==> config.mk <==
export PLATFORM = sky130hd
export DESIGN_NAME = sdram_cmd_scheduler
export DESIGN_NICKNAME = d
export VERILOG_FILES = /design/src/rtl/sdram_cmd_scheduler.sv
export SDC_FILE = /design/constraint.sdc
export NUM_CORES = 1
export LEC_CHECK = 0
export ABC_AREA = 1
export CAP_MARGIN = 20
export CORE_MARGIN = 4
export CORE_UTILIZATION = 52
export CTS_BUF_LIST = sky130_fd_sc_hd__clkbuf_4
export CTS_CLUSTER_SIZE = 28
export DETAILED_ROUTE_END_ITERATION = 16
export HOLD_SLACK_MARGIN = 0.15
export PLACE_DENSITY = 0.82
export SKIP_LAST_GASP = 1
export SLEW_MARGIN = 40
export SYNTH_ARGS = -nofsm -noshare
export SYNTH_HDL_FRONTEND = slang
export SYNTH_SLANG_ARGS = --single-unit
export TNS_END_PERCENT = 5
==> constraint.sdc <==
create_clock -name HCLK -period 2 [get_ports HCLK]
set_clock_uncertainty 0.05 [all_clocks]
set_input_delay 0.2 -clock HCLK [delete_from_list [all_inputs] [get_ports HCLK]]
set_output_delay 0.2 -clock HCLK [all_outputs]
set_load 0.01 [all_outputs]
==> src/rtl/sdram_cmd_scheduler.sv <==
// Single-request closed-page SDRAM command scheduler: power-up init, periodic
// auto-refresh, and one READ/WRITE per accepted request with auto-precharge.
module sdram_cmd_scheduler #(
  parameter int ADDR_WIDTH = 32,
  parameter int DATA_WIDTH = 32,
  parameter int COL_BITS   = 9,
  parameter int ROW_BITS   = 13,
  parameter int BANK_BITS  = 2,
  parameter int T_INIT     = 10000,
  parameter int T_RP       = 2,
  parameter int T_RCD      = 2,
  parameter int T_RFC      = 7,
  parameter int T_REF      = 780,
  parameter int CAS_LAT    = 2,
  parameter int T_WR       = 2
) (
  input  logic                  HCLK,
  input  logic                  HRESETn,
  input  logic                  req_valid_i,
  input  logic [ADDR_WIDTH-1:0] req_addr_i,
  input  logic                  req_write_i,
  input  logic [DATA_WIDTH-1:0] wdata_i,
  input  logic                  wdata_valid_i,
  output logic                  ready_o,
  output logic [DATA_WIDTH-1:0] rdata_o,
  output logic                  rdata_valid_o,
  output logic                  error_o,
  output logic                  sd_cke,
  output logic                  sd_cs_n,
  output logic                  sd_ras_n,
  output logic                  sd_cas_n,
  output logic                  sd_we_n,
  output logic [BANK_BITS-1:0]  sd_ba,
  output logic [ROW_BITS-1:0]   sd_a,
  output logic [DATA_WIDTH-1:0] sd_dq_o,
  output logic                  sd_dq_oe,
  input  logic [DATA_WIDTH-1:0] sd_dq_i
);
  localparam int TMAX     = (T_INIT > T_REF) ? T_INIT : T_REF;
  localparam int CW       = $clog2(TMAX + 1) + 1;
  localparam int BANK_LO  = COL_BITS + 2;
  localparam int ROW_LO   = BANK_LO + BANK_BITS;
  localparam int ADDR_TOP = ROW_LO + ROW_BITS;

  localparam logic [3:0] CMD_NOP = 4'b0111, CMD_ACT = 4'b0011, CMD_RD  = 4'b0101,
                         CMD_WR  = 4'b0100, CMD_PRE = 4'b0010, CMD_REF = 4'b0001,
                         CMD_MRS = 4'b0000;

  localparam logic [CW-1:0] END_INIT   = CW'(T_INIT);
  localparam logic [CW-1:0] END_RP     = CW'(T_RP - 1);
  localparam logic [CW-1:0] END_RFC    = CW'(T_RFC - 1);
  localparam logic [CW-1:0] END_RCD    = CW'(T_RCD - 1);
  localparam logic [CW-1:0] END_CL     = CW'(CAS_LAT - 1);
  localparam logic [CW-1:0] END_MRS    = CW'(1);
  localparam logic [CW-1:0] END_WREC   = CW'(T_WR + T_RP - 1);
  // read recovery also covers the cycle that presents rdata_o
  localparam logic [CW-1:0] END_RREC   = CW'(T_RP);
  localparam logic [CW-1:0] REF_RELOAD = CW'(T_REF - 1);
  localparam logic [ROW_BITS-1:0] MODE_REG = ROW_BITS'((CAS_LAT & 7) << 4);

  typedef enum logic [3:0] {
    S_INIT_WAIT, S_INIT_PRE, S_INIT_REF1, S_INIT_REF2, S_INIT_MRS,
    S_IDLE, S_REFRESH, S_ACTIVATE, S_RW, S_RD_LAT, S_RECOVER
  } state_e;

  state_e                state_q, state_d;
  logic [CW-1:0]         cnt_q, cnt_d, ref_q;
  logic                  pend_q;
  logic [3:0]            cmd_q, cmd_d;
  logic [BANK_BITS-1:0]  ba_q, ba_d, bank_q;
  logic [ROW_BITS-1:0]   a_q, a_d, row_q;
  logic [COL_BITS-1:0]   col_q;
  logic                  wr_q, cke_q, oe_q, oe_d;
  logic [DATA_WIDTH-1:0] wdat_q, dqo_q, dqo_d, cap_q, rdata_q;
  logic                  cap_vld_q, cap_vld_d, rvld_q, err_q, err_d;
  logic                  ref_run, ref_exp, pend_any, oor, accept, clr_pend, ref_load;
  logic                  unused_addr_bits;

  assign unused_addr_bits = ^req_addr_i[1:0];

  // an expiry in the current cycle already outranks a request
  assign ref_run  = (state_q > S_INIT_MRS);
  assign ref_exp  = ref_run && (ref_q == '0);
  assign pend_any = pend_q | ref_exp;
  assign oor      = (req_addr_i >> ADDR_TOP) != '0;
  assign ready_o  = (state_q == S_IDLE) && !pend_any && (!req_write_i || wdata_valid_i);
  assign accept   = req_valid_i && ready_o;

  always_comb begin
    state_d   = state_q;
    cnt_d     = cnt_q + 1'b1;
    cmd_d     = CMD_NOP;
    ba_d      = '0;
    a_d       = '0;
    oe_d      = 1'b0;
    dqo_d     = '0;
    cap_vld_d = 1'b0;
    err_d     = 1'b0;
    clr_pend  = 1'b0;
    ref_load  = 1'b0;
    case (state_q)
      S_INIT_WAIT: if (cnt_q == END_INIT) begin
        state_d = S_INIT_PRE; cnt_d = '0; cmd_d = CMD_PRE; a_d[10] = 1'b1;
      end
      S_INIT_PRE: if (cnt_q == END_RP) begin
        state_d = S_INIT_REF1; cnt_d = '0; cmd_d = CMD_REF;
      end
      S_INIT_REF1: if (cnt_q == END_RFC) begin
        state_d = S_INIT_REF2; cnt_d = '0; cmd_d = CMD_REF;
      end
      S_INIT_REF2: if (cnt_q == END_RFC) begin
        state_d = S_INIT_MRS; cnt_d = '0; cmd_d = CMD_MRS; a_d = MODE_REG;
      end
      S_INIT_MRS: if (cnt_q == END_MRS) begin
        state_d = S_IDLE; cnt_d = '0; ref_load = 1'b1;
      end
      S_IDLE: begin
        cnt_d = '0;
        if (pend_any) begin
          state_d = S_REFRESH; cmd_d = CMD_REF; clr_pend = 1'b1;
        end else if (accept) begin
          if (oor) begin
            err_d = 1'b1;
          end else begin
            state_d = S_ACTIVATE; cmd_d = CMD_ACT;
            ba_d    = req_addr_i[BANK_LO +: BANK_BITS];
            a_d     = req_addr_i[ROW_LO +: ROW_BITS];
          end
        end
      end
      S_REFRESH: if (cnt_q == END_RFC) begin
        state_d = S_IDLE; cnt_d = '0;
      end
      S_ACTIVATE: if (cnt_q == END_RCD) begin
        state_d = S_RW; cnt_d = '0;
        cmd_d   = wr_q ? CMD_WR : CMD_RD;
        ba_d    = bank_q;
        a_d     = ROW_BITS'(col_q);
        a_d[10] = 1'b1;
        oe_d    = wr_q;
        dqo_d   = wr_q ? wdat_q : '0;
      end
      S_RW: begin
        state_d = wr_q ? S_RECOVER : S_RD_LAT; cnt_d = '0;
      end
      S_RD_LAT: if (cnt_q == END_CL) begin
        state_d = S_RECOVER; cnt_d = '0; cap_vld_d = 1'b1;
      end
      S_RECOVER: if (cnt_q == (wr_q ? END_WREC : END_RREC)) begin
        state_d = S_IDLE; cnt_d = '0;
      end
      default: state_d = S_INIT_WAIT;
    endcase
  end

  always_ff @(posedge HCLK or negedge HRESETn) begin
    if (!HRESETn) begin
      state_q <= S_INIT_WAIT; cnt_q <= '0; ref_q <= '0; pend_q <= 1'b0;
      cke_q <= 1'b0; cmd_q <= CMD_NOP; ba_q <= '0; a_q <= '0;
      oe_q <= 1'b0; dqo_q <= '0; cap_q <= '0; cap_vld_q <= 1'b0;
      rdata_q <= '0; rvld_q <= 1'b0; err_q <= 1'b0;
      row_q <= '0; bank_q <= '0; col_q <= '0; wr_q <= 1'b0; wdat_q <= '0;
    end else begin
      state_q <= state_d; cnt_q <= cnt_d;
      cke_q <= 1'b1; cmd_q <= cmd_d; ba_q <= ba_d; a_q <= a_d;
      oe_q <= oe_d; dqo_q <= dqo_d; err_q <= err_d;
      if (ref_load)     ref_q <= REF_RELOAD;
      else if (ref_run) ref_q <= ref_exp ? REF_RELOAD : ref_q - 1'b1;
      pend_q <= (pend_q | ref_exp) & ~clr_pend;
      if (accept) begin
        row_q  <= req_addr_i[ROW_LO +: ROW_BITS];
        bank_q <= req_addr_i[BANK_LO +: BANK_BITS];
        col_q  <= req_addr_i[2 +: COL_BITS];
        wr_q   <= req_write_i;
        wdat_q <= wdata_i;
      end
      // capture edge, then one more register stage to the user port
      cap_vld_q <= cap_vld_d;
      if (cap_vld_d) cap_q <= sd_dq_i;
      rvld_q <= cap_vld_q;
      if (cap_vld_q) rdata_q <= cap_q;
    end
  end

  assign {sd_cs_n, sd_ras_n, sd_cas_n, sd_we_n} = cmd_q;
  assign sd_cke        = cke_q;
  assign sd_ba         = ba_q;
  assign sd_a          = a_q;
  assign sd_dq_o       = dqo_q;
  assign sd_dq_oe      = oe_q;
  assign rdata_o       = rdata_q;
  assign rdata_valid_o = rvld_q;
  assign error_o       = err_q;
endmodule

==> summary.md, run 1 <==
| Metric | Value |
|---|---|
| Router iterations before antenna repair | 6 |
| Final worst path period share | 102% |
| DR vias | 7415 |
| Vias in the first global route | 7617 |
| Drt wl/cell | 16.5 µm |
| Crit Path Max Fanout | 34 |
| Status | finished, violations left |
| Yosys Warn Count | 0 |
| Die width | 136 µm |
| Highest achievable clock rate | 0.491 GHz |
| Mapped Cells | 901 |
| Sw Pwr | 1810 µW |
| Gpl congestion | 0.861 |
| Synth top area cells | dfrtp_1 57%, nand2_1 11%, mux2_2 4.2% |
| First-pass GRT wire length | 37700 µm |
| Post-synth top cells | 243 x nand2_1, 195 x dfrtp_1, 91 x inv_1 |
| Count of different cell masters after synthesis | 42 |
| Asr flop ratio synth | 100% |
| Max-slew headroom | 46.1% |
| Leakage | 0.00603 µW |
| Post-synth EDFFs | 0 |
| Power Dens Cells | 552 nW/µm² |
| Failing checks | negative setup slack |
| Yosys top cell by area | dfrtp_1 |
| I/O Pins | 189 |
| Std cell rows | 46 |
| Most frequent cell after synthesis | nand2_1 |
| RSZ-0062 raised after global routing | yes |
| Worst-skew pair later-pin latency | 590 ps |
| Sequential-to-total area share from yosys stat | 57.9% |
| Seq cells post-synth | 198 |
| Endpoints failing hold | 0 |
| Slowest stage delay, CP | 430 ps |
| Root Buffer | clkbuf_4 |
| # DRC | 0 |
| Clock Sink Count | 198 |
| Post-synth top flop | dfrtp_1 |
| Pint | 5000 µW |
| Placeable Area | 16000 µm² |
| Worst path arrival time | 2490 ps |
| Synthesized area per cell | 9.50 µm² |
| Mapped cell area | 8560 µm² |
| Pin count of the biggest net entering global routing | 60 |
| Synthesized Nets | 1008 |
| Hold Crit Class | flop to flop |
| Layout cell share with drive strength beyond 1 | 16.3% |
| Critical path type | flop to flop |
| Crit path setup slack, layout | -37.1 ps |
| GR Overflow Total | 0 |
| Startpoint Class | flop |
| Slew @ Worst Pin | 802 ps |
| Die footprint | 18600 µm² |
| Initial antenna violation count | 1 |
| Placed inst area | 10900 µm² |
| Drt via density | 5.10 |
| Port bufs | 185 |
| CTS tree | built |
| H-tree depth | 4 |
| Sw frac | 26.6% |
| Chip Height | 136 µm |
| All-Layer GR Usage | 25.9% |
| Num CTS Buffers | 17 |
| Setup TNS | -296 ps |
| Nets | 1331 |
| Final ANT Viol Nets | 0 |
| Syn-to-layout area delta | 44.0% |
| Iteration-0 DRC count of the detailed router | 525 |
| Combinational share of power | 8.0% |
| Crit path cell chain | inv_2 > nand2_2 > nor2_4 > nand3_4 > buf_4 > nor3_4 > buf_12 > inv_2 > nand2_1 > nand2_1 |
| Final-report max-slew violation count | 0 |
| Slowest-stage cell, CP | dfrtp_1 |
| Yosys top cell area share | 57.0% |
| Max-Cap Viols | 0 |
| Worst EP required | 2450 ps |
| Critical path endpoint category | flop |
| Post-detail-place hpwl | 15000 µm |
| VDD IR max | 0.444 mV |
| Final setup fails | 11 |
| Final min period | 2040 ps |
| DRT Wirelength | 24000 µm |
| Clk buf depth | 2 |
| Clk pwr share | 31.9% |
| Initial Utilization | 53.5% |
| Fillers | 964 |
| Post-route cell area | 12300 µm² |
| Seq pwr share | 60.1% |
| Reg clk slew, reported paths | 170 ps |
## cell usage in the layout, fill, tap and decap left out, types with 3 or more instances in the layout
master,count
xor2_1,14
nand2_1,239
nand4_1,10
clkinv_8,4
o31ai_1,3
clkdlybuf4s50_1,183
nand2_2,8
nand2_4,3
nor3_1,10
nor2_1,79
dfstp_2,3
nand3_1,51
inv_2,10
mux2_2,32
nand3_4,3
ha_1,5
nor2_4,8
o21ai_0,39
inv_8,5
buf_4,48
o21ai_2,15
nor2_2,21
buf_12,8
dfrtp_1,194
inv_1,88
dlygate4sd3_1,91
clkbuf_4,17
a21oi_1,11
## sequential cells by signal (all words and copies together), names as in the netlist
register,cells
sd_ba,2
sd_dq_o,32
bank_q,2
rdata_valid_o,1
sd_cke,1
state_q,4
col_q,9
sd_dq_oe,1
cmd_q,3
error_o,1
pend_q,1
ref_q,15
wr_q,1
cap_q,32
cap_vld_q,1
sd_a,13
rdata_o,32
wdat_q,32
cnt_q,15
## cells by family (layout without fill, tap and decap cells)
logic type | Yosys count | in the layout | share of synthesized area [%]
AND/OR/NAND/NOR | 443 | 443 | 23.0
adder cells (fa/ha/maj) | 6 | 6 | 0.877
buffers and inverters | 127 | 463 | 6.74
other | 2 | 3 | 0.0878
flip-flops | 198 | 198 | 57.9
AO/OA/AOI/OAI | 77 | 77 | 5.48
XOR/XNOR | 16 | 16 | 1.64
multiplexers | 32 | 32 | 4.21
## metal layers
| metal | vias to the layer above | global-route usage [%] | part of all wire [%] |
|---|---|---|---|
| li1 | 3482 | - | - |
| met1 | 3539 | 30.9 | 39 |
| met2 | 327 | 44.9 | 51 |
| met3 | 67 | 7.18 | 6.8 |
| met4 | 0 | 9.69 | 3.1 |
| met5 | - | 0 | 0 |
## stage by stage
| stage | cells | setup slack, ps | hold WS, ps | total power, µW | utilization [%] |
|---|---|---|---|---|---|
| CTS | 1445 | -55.5 | 152 | 6840 | 76.3 |
| detailed placement | 1315 | -40.0 | 147 | 4550 | 68.1 |
| floorplan | 901 | 232 | -146 | 4230 | - |
| global placement | 1315 | -38.5 | 145 | 4540 | 68.1 |
| global route | 1454 | -144 | 430 | 7090 | 77.0 |
| finish | 1454 | -37.1 | 444 | 6810 | 77.0 |
## repair_timing
action,in CTS,in global routing
gates cloned,0,1
hold endpoints to repair,286,1
hold buffers,90,1
gates resized for setup,24,8
setup endpoints to repair,6,60
pin swaps,6,7
setup buffers,8,6
## worst max-delay path: cells and delay by family, from the launching register on
| kind | cells | cell delay (ps) |
|---|---|---|
| buffers and inverters | 4 | 660 |
| and+or+nand+nor | 6 | 810 |
| DFF | 1 | 430 |
## power by group through the flow
stage	logic, µW	clock network, µW	registers [µW]
final	548	2170	4090
after global routing	595	2400	4090
after CTS	534	2220	4090
after detailed placement	387	0	4160
after global placement	379	0	4160
after floorplan	79.0	0	4150
## worst paths after layout
check | from | to | slack (ps) | cells after the start
min reg2reg | cap_q[15]$_DFFE_PN0P_ | cap_q[15]$_DFFE_PN0P_ | 440 | 2
min | cap_q[15]$_DFFE_PN0P_ | cap_q[15]$_DFFE_PN0P_ | 440 | 2
max reg2reg | state_q[3]$_DFFE_PN0P_ | col_q[4]$_DFFE_PN0N_ | -40 | 10
max | state_q[3]$_DFFE_PN0P_ | col_q[4]$_DFFE_PN0N_ | -40 | 10
min in group asynchronous | HRESETn | rdata_o[0]$_DFFE_PN0P_ | 600 | 3
max in group asynchronous | HRESETn | cap_q[31]$_DFFE_PN0P_ | 590 | 4
## cell type report
type,instances,area (µm²),share of cell area (%)
diodes,1,2.50,0.0203
clock buffers,17,128,1.04
clock inverters,15,176,1.43
inverters,98,368,2.98
multi-input cells,576,3110,25.2
flip-flops and latches,198,4960,40.2
well taps,216,270,2.19
repair buffers,333,3310,26.9
Power figures use the tool's default switching activity.
==> run 2: changes to the inputs <==
--- a/config.mk
+++ b/config.mk
@@ -10,10 +10,12 @@
 export CORE_MARGIN = 4
 export CORE_UTILIZATION = 52
 export CTS_BUF_LIST = sky130_fd_sc_hd__clkbuf_4
+export CTS_CLUSTER_DIAMETER = 60
 export CTS_CLUSTER_SIZE = 28
 export DETAILED_ROUTE_END_ITERATION = 16
 export HOLD_SLACK_MARGIN = 0.15
 export PLACE_DENSITY = 0.82
+export SETUP_SLACK_MARGIN = 0.1
 export SKIP_LAST_GASP = 1
 export SLEW_MARGIN = 40
 export SYNTH_ARGS = -nofsm -noshare
==> run 2 against run 1 <==
Effect of this change: cell area grew 0.91%; routed wire length increased by 0.95%; the run still ends with negative setup slack left; largest power group unchanged; die area stayed put; combinational power hardly changed.
==> summary.md, run 2 (synthesis results as in run 1) <==
| Metric | Value |
|---|---|
| Final worst path period share | 102% (about the same) |
| Final ANT Viol Nets | 0 (unchanged) |
| Max-Cap Viols | 0 (unchanged) |
| Syn-to-layout area delta | 45.3% |
| First-pass GRT wire length | 38500 µm (+2.2%) |
| Router iterations before antenna repair | 5 (-1) |
| Critical path type | flop to primary output |
| Pre-CTS setup slack | -40.0 ps (unchanged) |
| Power Dens Cells | 548 nW/µm² (-0.80%) |
| Clk buf depth | 2 (unchanged) |
| I/O Pins | 189 (unchanged) |
| Gpl congestion | 0.861 (unchanged) |
| VDD IR max | 0.415 mV (-6.5%) |
| Iteration-0 DRC count of the detailed router | 475 (-9.5%) |
| Area of the multi-input gates | 3130 µm² (+0.64%) |
| Critical path endpoint category | primary output |
| Worst-skew pair later-pin latency | 590 ps (about the same) |
| Reg clk slew, reported paths | 160 ps (about the same) |
| Worst EP required | 1750 ps (-700 ps) |
| Final min period | 2040 ps (+1.06 ps) |
| DR vias | 7433 (+0.24%) |
| Crit path cell chain | inv_2 > ha_4 > nand2_4 > nor2_4 > nand3_4 > nand3_4 > nor2_4 > buf_6 |
| Critical path buffer and inverter count | 2 (-2) |
| Chip Height | 136 µm (unchanged) |
| Crit path setup slack, layout | -38.2 ps (-1.06 ps) |
| Met1 global-route usage | 31.3% (+0.37 points) |
| Post-detail-place hpwl | 15000 µm (unchanged) |
| Final setup fails | 2 (-9) |
| Worst path arrival time | 1790 ps (-700 ps) |
| Worst r2r src | state_q[2]$_DFFE_PN0P_ |
| R2r worst-path depth | 10 (unchanged) |
| Drt via density | 5.09 (-0.10%) |
| Std cell rows | 46 (unchanged) |
| Placeable Area | 16000 µm² (unchanged) |
| Final-report max-slew violation count | 0 (unchanged) |
| # DRC | 0 (unchanged) |
| Worst hold endpoint | cmd_q[2]$_DFF_PN1_ |
| Hold Path Depth | 4 (+2) |
| Finished Core Util | 77.7% (+0.70 points) |
| Commonest non-fill, non-tap cells in the layout | 236 x nand2_1, 193 x dfrtp_1, 183 x clkdlybuf4s50_1 |
| RSZ-0062 raised after global routing | yes |
| Initial antenna violation count | 1 (unchanged) |
| Vias in the first global route | 7823 (+2.7%) |
| Die footprint | 18600 µm² (unchanged) |
| Leakage | 0.00610 µW (+1.1%) |
| CTS tree | built |
| All-Layer GR Usage | 26.4% (+0.49 points) |
| DRT Wirelength | 24200 µm (+0.95%) |
| Initial Utilization | 53.5% (unchanged) |
| Met3 Track Usage GR | 7.40% (+0.22 points) |
| GR Overflow Total | 0 (unchanged) |
| Highest achievable clock rate | 0.491 GHz (about the same) |
| Hold path start | req_valid_i |
| FF/Latch Area | 4960 µm² (about the same) |
| Busiest grt layer | met2 |
| Commonest non-fill, non-tap cell in the layout | nand2_1 |
| Hold Crit Class | input pin to flop |
| H-tree depth | 4 (unchanged) |
| Layout cell share with drive strength beyond 1 | 17.0% (+0.66 points) |
| Startpoint Class | flop |
| Nets | 1336 (+0.38%) |
| Reg-to-reg endpoint | wdat_q[13]$_DFFE_PN0N_ |
| Drt wl/cell | 16.6 µm (+0.60%) |
| Crit Path Max Fanout | 4 (-88%) |
| Slowest-stage cell, CP | dfrtp_1 |
| Flop-to-flop setup slack | -20 ps (+20 ps) |
| Status | finished, violations left |
| Failing checks | negative setup slack |
| Max-slew headroom | 47.0% (+0.92 points) |
| Root Buffer | clkbuf_4 |
| Slew @ Worst Pin | 788 ps (-13.7 ps) |
| Fillers | 938 (-2.7%) |
| Pin count of the biggest net entering global routing | 54 (-10%) |
| Met2 usage | 45.8% (+0.85 points) |
| Endpoints failing hold | 0 (unchanged) |
| Port bufs | 185 (unchanged) |
| Crit-path leading delay family | simple AND/OR/NAND/NOR gates |
| Clock Sink Count | 198 (unchanged) |
| Die width | 136 µm (unchanged) |
| Slowest stage delay, CP | 420 ps (about the same) |
| Num CTS Buffers | 17 (unchanged) |
[run 2: changes by cell type in the layout (fill, tap and decap cells not counted), sizes merged]
cell    delta
buf        +3
bufbuf     +2
[run 2: area by class of cell]
class / instances / area share, %
antenna: 1 / 0.0201
clock buffer: 17 / 1.03
clock inverter: 15 / 1.42
inverter: 98 / 2.96
multi-input combinational: 576 / 25.1
sequential: 198 / 39.9
tap: 216 / 2.17
timing repair buffer: 338 / 27.4
[run 2: how the worst max path moves through the flow]
stage	start	to	slack, ps	cells past startpoint
global placement	req_addr_i[27]	state_q[2]$_DFFE_PN0P_	-40	7
global route	ref_q[1]$_DFFE_PN0P_	ready_o	-150	8
finish	ref_q[1]$_DFFE_PN0P_	ready_o	-40	8
CTS	ref_q[6]$_DFFE_PN0P_	ready_o	-60	7
floorplan	cnt_q[0]$_DFF_PN0_	cnt_q[0]$_DFF_PN0_	230	10
detailed placement	req_addr_i[27]	state_q[0]$_DFFE_PN0P_	-40	7
[run 2: what timing repair did]
item,4_1_cts,5_1_grt
gates cloned,2,1
endpoints found under the hold margin,287,0
gates resized for setup,25,14
hold buffers,91,0
pin swaps,7,8
buffers inserted,10,7
setup endpoints to repair,54,113
[run 2: report_power, final]
| group | internal, µW | switching [µW] | total [µW] | leakage (µW) |
|---|---|---|---|---|
| Combinational | 333 | 212 | 545 | 0.00349 |
| Clock | 599 | 1580 | 2180 | 0.000162 |
| Sequential | 4070 | 23.4 | 4090 | 0.00244 |
[run 2: stage by stage]
stage	hold WS, ps	cells	setup TNS [ps]	area [µm²]	power, µW
6_report	441	1459	-59.8	12400	6820
2_1_floorplan	-146	901	0	8560	4230
4_1_cts	402	1450	-57.7	12300	6840
5_1_grt	433	1459	-2960	12400	7090
3_3_place_gp	145	1315	-150	10900	4540
3_5_place_dp	147	1315	-212	10900	4550
[run 2: tightest hold or removal path: stages]
cell and delay, ps:
clkdlybuf4s50_1 400, inv_1 120, o31ai_1 200, nand4_1 120
[run 2: layer usage]
layer  share of wire [%]  vias up
met5                   0        -
met4                 3.5        0
met3                 6.6       81
met2                  51      316
met1                  39     3538
li1                    -     3498
